`src/rtl/ei_axi4_len_fifo.sv`:
```
// Small FIFO of burst lengths for outstanding address-channel transactions.
// A pop is honoured first, so a push into a full FIFO in the same cycle still lands.
module ei_axi4_len_fifo #(
  parameter int DEPTH = 8,
  parameter int WIDTH = 8
) (
  input  logic                     aclk,
  input  logic                     aresetn,
  input  logic                     push,
  input  logic                     pop,
  input  logic [WIDTH-1:0]         din,
  output logic                     full,
  output logic                     empty,
  output logic [$clog2(DEPTH):0]   count,
  output logic [WIDTH-1:0]         head
);
  localparam int PW = $clog2(DEPTH);
  localparam int CW = PW + 1;

  logic [DEPTH-1:0][WIDTH-1:0] mem;
  logic [PW-1:0]               rd_ptr, wr_ptr;
  logic                        do_push, do_pop;

  assign empty   = (count == '0);
  assign full    = (count == CW'(DEPTH));
  assign head    = mem[rd_ptr];
  assign do_pop  = pop && !empty;
  assign do_push = push && (!full || do_pop);

  // Pointers and occupancy.
  always_ff @(posedge aclk) begin
    if (!aresetn) begin
      rd_ptr <= '0;
      wr_ptr <= '0;
      count  <= '0;
    end else begin
      if (do_push) wr_ptr <= wr_ptr + 1'b1;
      if (do_pop)  rd_ptr <= rd_ptr + 1'b1;
      count <= count + CW'(do_push) - CW'(do_pop);
    end
  end

  // Storage; contents are don't-care until written.
  always_ff @(posedge aclk) begin
    if (do_push) mem[wr_ptr] <= din;
  end

endmodule

```
`config.mk`:
```
export PLATFORM = sky130hd
export DESIGN_NAME = ei_axi4_len_fifo
export DESIGN_NICKNAME = d
export VERILOG_FILES = /design/src/rtl/ei_axi4_len_fifo.sv
export SDC_FILE = /design/constraint.sdc
export NUM_CORES = 1
export LEC_CHECK = 0
export CAP_MARGIN = 10
export CORE_ASPECT_RATIO = 2
export CORE_MARGIN = 10
export CORE_UTILIZATION = 40
export CTS_CLUSTER_DIAMETER = 40
export CTS_CLUSTER_SIZE = 8
export DETAILED_ROUTE_END_ITERATION = 10
export PLACE_DENSITY_LB_ADDON = 0.12
export SYNTH_ARGS = -nofsm -noshare
export SYNTH_HDL_FRONTEND = slang
export SYNTH_SLANG_ARGS = --single-unit
```
`constraint.sdc`:
```
create_clock -name aclk -period 6.7 [get_ports aclk]
set_clock_uncertainty 0.1 [all_clocks]
set_input_delay 1.34 -clock aclk [delete_from_list [all_inputs] [get_ports aclk]]
set_output_delay 1.34 -clock aclk [all_outputs]
set_load 0.02 [all_outputs]
```
==> results_dict.tcl <==
set metrics [dict create \
    multi_input_area_um2 928.4 \
    htree_levels 3 \
    slew_headroom_pct 33.87 \
    overflow 0 \
    grt_antenna_before_repair 0 \
    first_iter_violations 115 \
    synth_edf_count 64 \
    synthesis.instances 177 \
    synthAdderAreaFrac_pct 3.840 \
    synthToLayoutAreaGrowth_pct 20.76 \
    drc 0 \
    clk_latency_ns 0.32 \
    place_hpwl_mm 4.254 \
    holdCritStartpoint "wr_ptr[1]$_SDFFE_PN0P_" \
    final.min_clock_period_ns 3.961 \
    grt_max_degree 22 \
    path_clk_slew_ns 0.06 \
    port_buffers 25 \
    start_kind "flip-flop" \
    rsz0062_at_grt "no" \
    instances_no_fill 305 \
    powerDensity_mw_per_mm2 397.6 \
    ios 26 \
    vdd_drop_max_mv 0.2207 \
    status "completed" \
    critPathCaptureType "output port" \
    synth_top_family_by_area "multiplexers" \
    ant_nets 0 \
    yosysTopAreaCell "edfxtp_1" \
    fin_crit_sh_pct 59.12 \
    ctsHoldBuffers 0 \
    synthXorXnorAreaFrac_pct 0.2800 \
    die_y_um 145.1 \
    synth_area_mm2 0.003128 \
    rr_worst_depth 11 \
    cts_setup_buffers 0 \
    fp.dieW_um 82.53 \
    fill_cells 662 \
    synth-seq-cells 74 \
    synth_area_per_cell_um2 17.67 \
    grt_pass1_wl_mm 9.363 \
    clockBufferDepth 2 \
    vias 1605 \
    tightest_slew_ns 0.9883 \
    path_max_fanout 12 \
    grt_usage_pct 10.77 \
    worst_slack_ns 2.739 \
    place_inst 288 \
    min_path_type "flip-flop to flip-flop" \
    synth_compound_area_share_pct 3.000 \
    synth_ff_type "edfxtp_1" \
    min_to "wr_ptr[1]$_SDFFE_PN0P_" \
    drt-total-wl_mm 6.019 \
    dp_slack_ns 2.603 \
    drtPass1Iterations 4 \
    setup-tns-final_ns 0 \
    rows 45 \
    cts.sinks 74 \
    antenna_cells 0 \
    syn_nets 198 \
    slew_violations 0 \
    routedWlPerCell_um 19.73 \
    avgViaCountPerCell 5.262 \
    cts_tree "done" \
    worstReg2RegStart "count[2]$_SDFF_PN0_" \
    first_global_vias 1761 \
    synth_cell_types 40 \
    seqCellArea_mm2 0.002122 \
    synth_simple_gate_area_share_pct 6.560 \
    core_mm2 0.007601 \
    hold_depth 2 \
    yosys-top-cells-count "edfxtp_1 (64), mux4_2 (16), dfxtp_1 (10)" \
    start_util_pct 41.15 \
    fmax_ghz 0.2525 \
    regToRegSetupSlack_ns 3.75 \
    finalNetCount 227 \
    yosysSeqAreaShare_pct 67.84 \
    cts_made_buffers 9 \
    worst-setup-path-type "flip-flop to output port" \
    yosys-top-cells-area "edfxtp_1 (61%), mux4_2 (12%), dfxtp_1 (6.4%), ha_1 (3.2%), mux2_2 (2.9%)" \
    cap_violations 0 \
    yosysWarningCount 0 \
    drive_gt1_share_pct 21.33 \
    p_leak_nw 1.236 \
    postCtsResizedCells 0 \
    hold_violations 0 \
    synthMuxAreaShare_pct 15.36 \
    synth.most_common_cell "edfxtp_1" \
    synth_top_area_share_pct 61.44 \
    async_reset_ff_share_pct 0 \
    cp.required_ns 5.26 \
    r2r-end "count[2]$_SDFF_PN0_" \
    root_buffer "clkbuf_16" \
    gp_congestion 0.7472 \
    fp.dieArea_mm2 0.01197 \
    setup_viol 0 \
    arrival_ns 2.52 \
    fin_hold_ws_ns 0.5238 \
]
-- logic make-up after synthesis --
logic type	after synthesis
and+or+nand+nor	37
muxes	27
adders and majority gates	9
xor gates and xnor gates	1
AOI/OAI and AO/OA	12
DFF	74
buffers and inverters	17
-- worst max path at each step --
stage	from	to	slack (ns)
final	rd_ptr[0]$_SDFFE_PN0P_	head[2]	2.74
after global routing	rd_ptr[0]$_SDFFE_PN0P_	head[1]	2.64
after CTS	rd_ptr[0]$_SDFFE_PN0P_	head[2]	2.26
after detailed placement	rd_ptr[0]$_SDFFE_PN0P_	head[2]	2.60
after global placement	rd_ptr[0]$_SDFFE_PN0P_	head[5]	2.67
after floorplan	pop	count[2]$_SDFF_PN0_	3.52
-- through the flow --
| stage | instance area [um2] | utilization [%] | power [mW] |
|---|---|---|---|
| global placement | 3456 | 45.47 | 1.027 |
| floorplan | 3128 | - | 0.9012 |
| global route | 3777 | 49.70 | 1.573 |
| detailed placement | 3456 | 45.47 | 1.049 |
| CTS | 3750 | 49.33 | 1.507 |
| finish | 3777 | 49.70 | 1.502 |
-- layout make-up --
type,instances,area share (%)
Inverter,8,0.7950
Sequential cell,74,56.18
Clock inverter,7,1.822
Clock buffer,9,5.962
Timing Repair Buffer,27,7.552
Multi-Input combinational cell,86,24.58
Tap cell,94,3.114
-- power breakdown --
group          internal (mW)  switching, mW  leakage [nW]
sequential             0.559         0.0512         0.663
clock                  0.286          0.172         0.133
combinational          0.231          0.202         0.439
total                   1.08          0.426          1.24
-- flip-flops by register name, summed over array words and instances, names as in the netlist --
signal,cells
rd_ptr,3
wr_ptr,3
count,4
mem,64
-- critical path, stage by stage (launching register included) --
cell             delay [ns]
dfxtp_1                0.63
buf_16                 0.23
mux4_2                 0.51
mux2_2                 0.29
clkdlybuf4s50_1        0.54
-- layout by cell type (no fill, tap or decap), drive strengths merged, types with 2 or more instances in the layout --
master         netlist  layout
nor2b                3       3
o21ai                2       2
mux4                16      16
clkinv               0       2
o311ai               2       2
nand2b               4       4
nand2                9       9
inv                  8       9
clkinvlp             0       3
clkbuf               3       9
buf                  6       2
mux2i                3       3
nor2                 4       4
mux2                 8       8
edfxtp              64      64
or3                  2       2
ha                   8       8
nor3                 5       5
clkdlybuf4s50        0      25
and2                 2       2
and3b                2       2
dfxtp               10      10
-- metal layers --
layer / vias up / track usage, % / share of wire, %
met3: 13 / 2.967 / 3.2
met4: 0 / 5.640 / 2.7
met1: 802 / 11.19 / 38
li1: 761 / - / -
met5: - / 0 / 0
met2: 29 / 18.53 / 56
No activity file was read; power rests on OpenSTA's default activity.
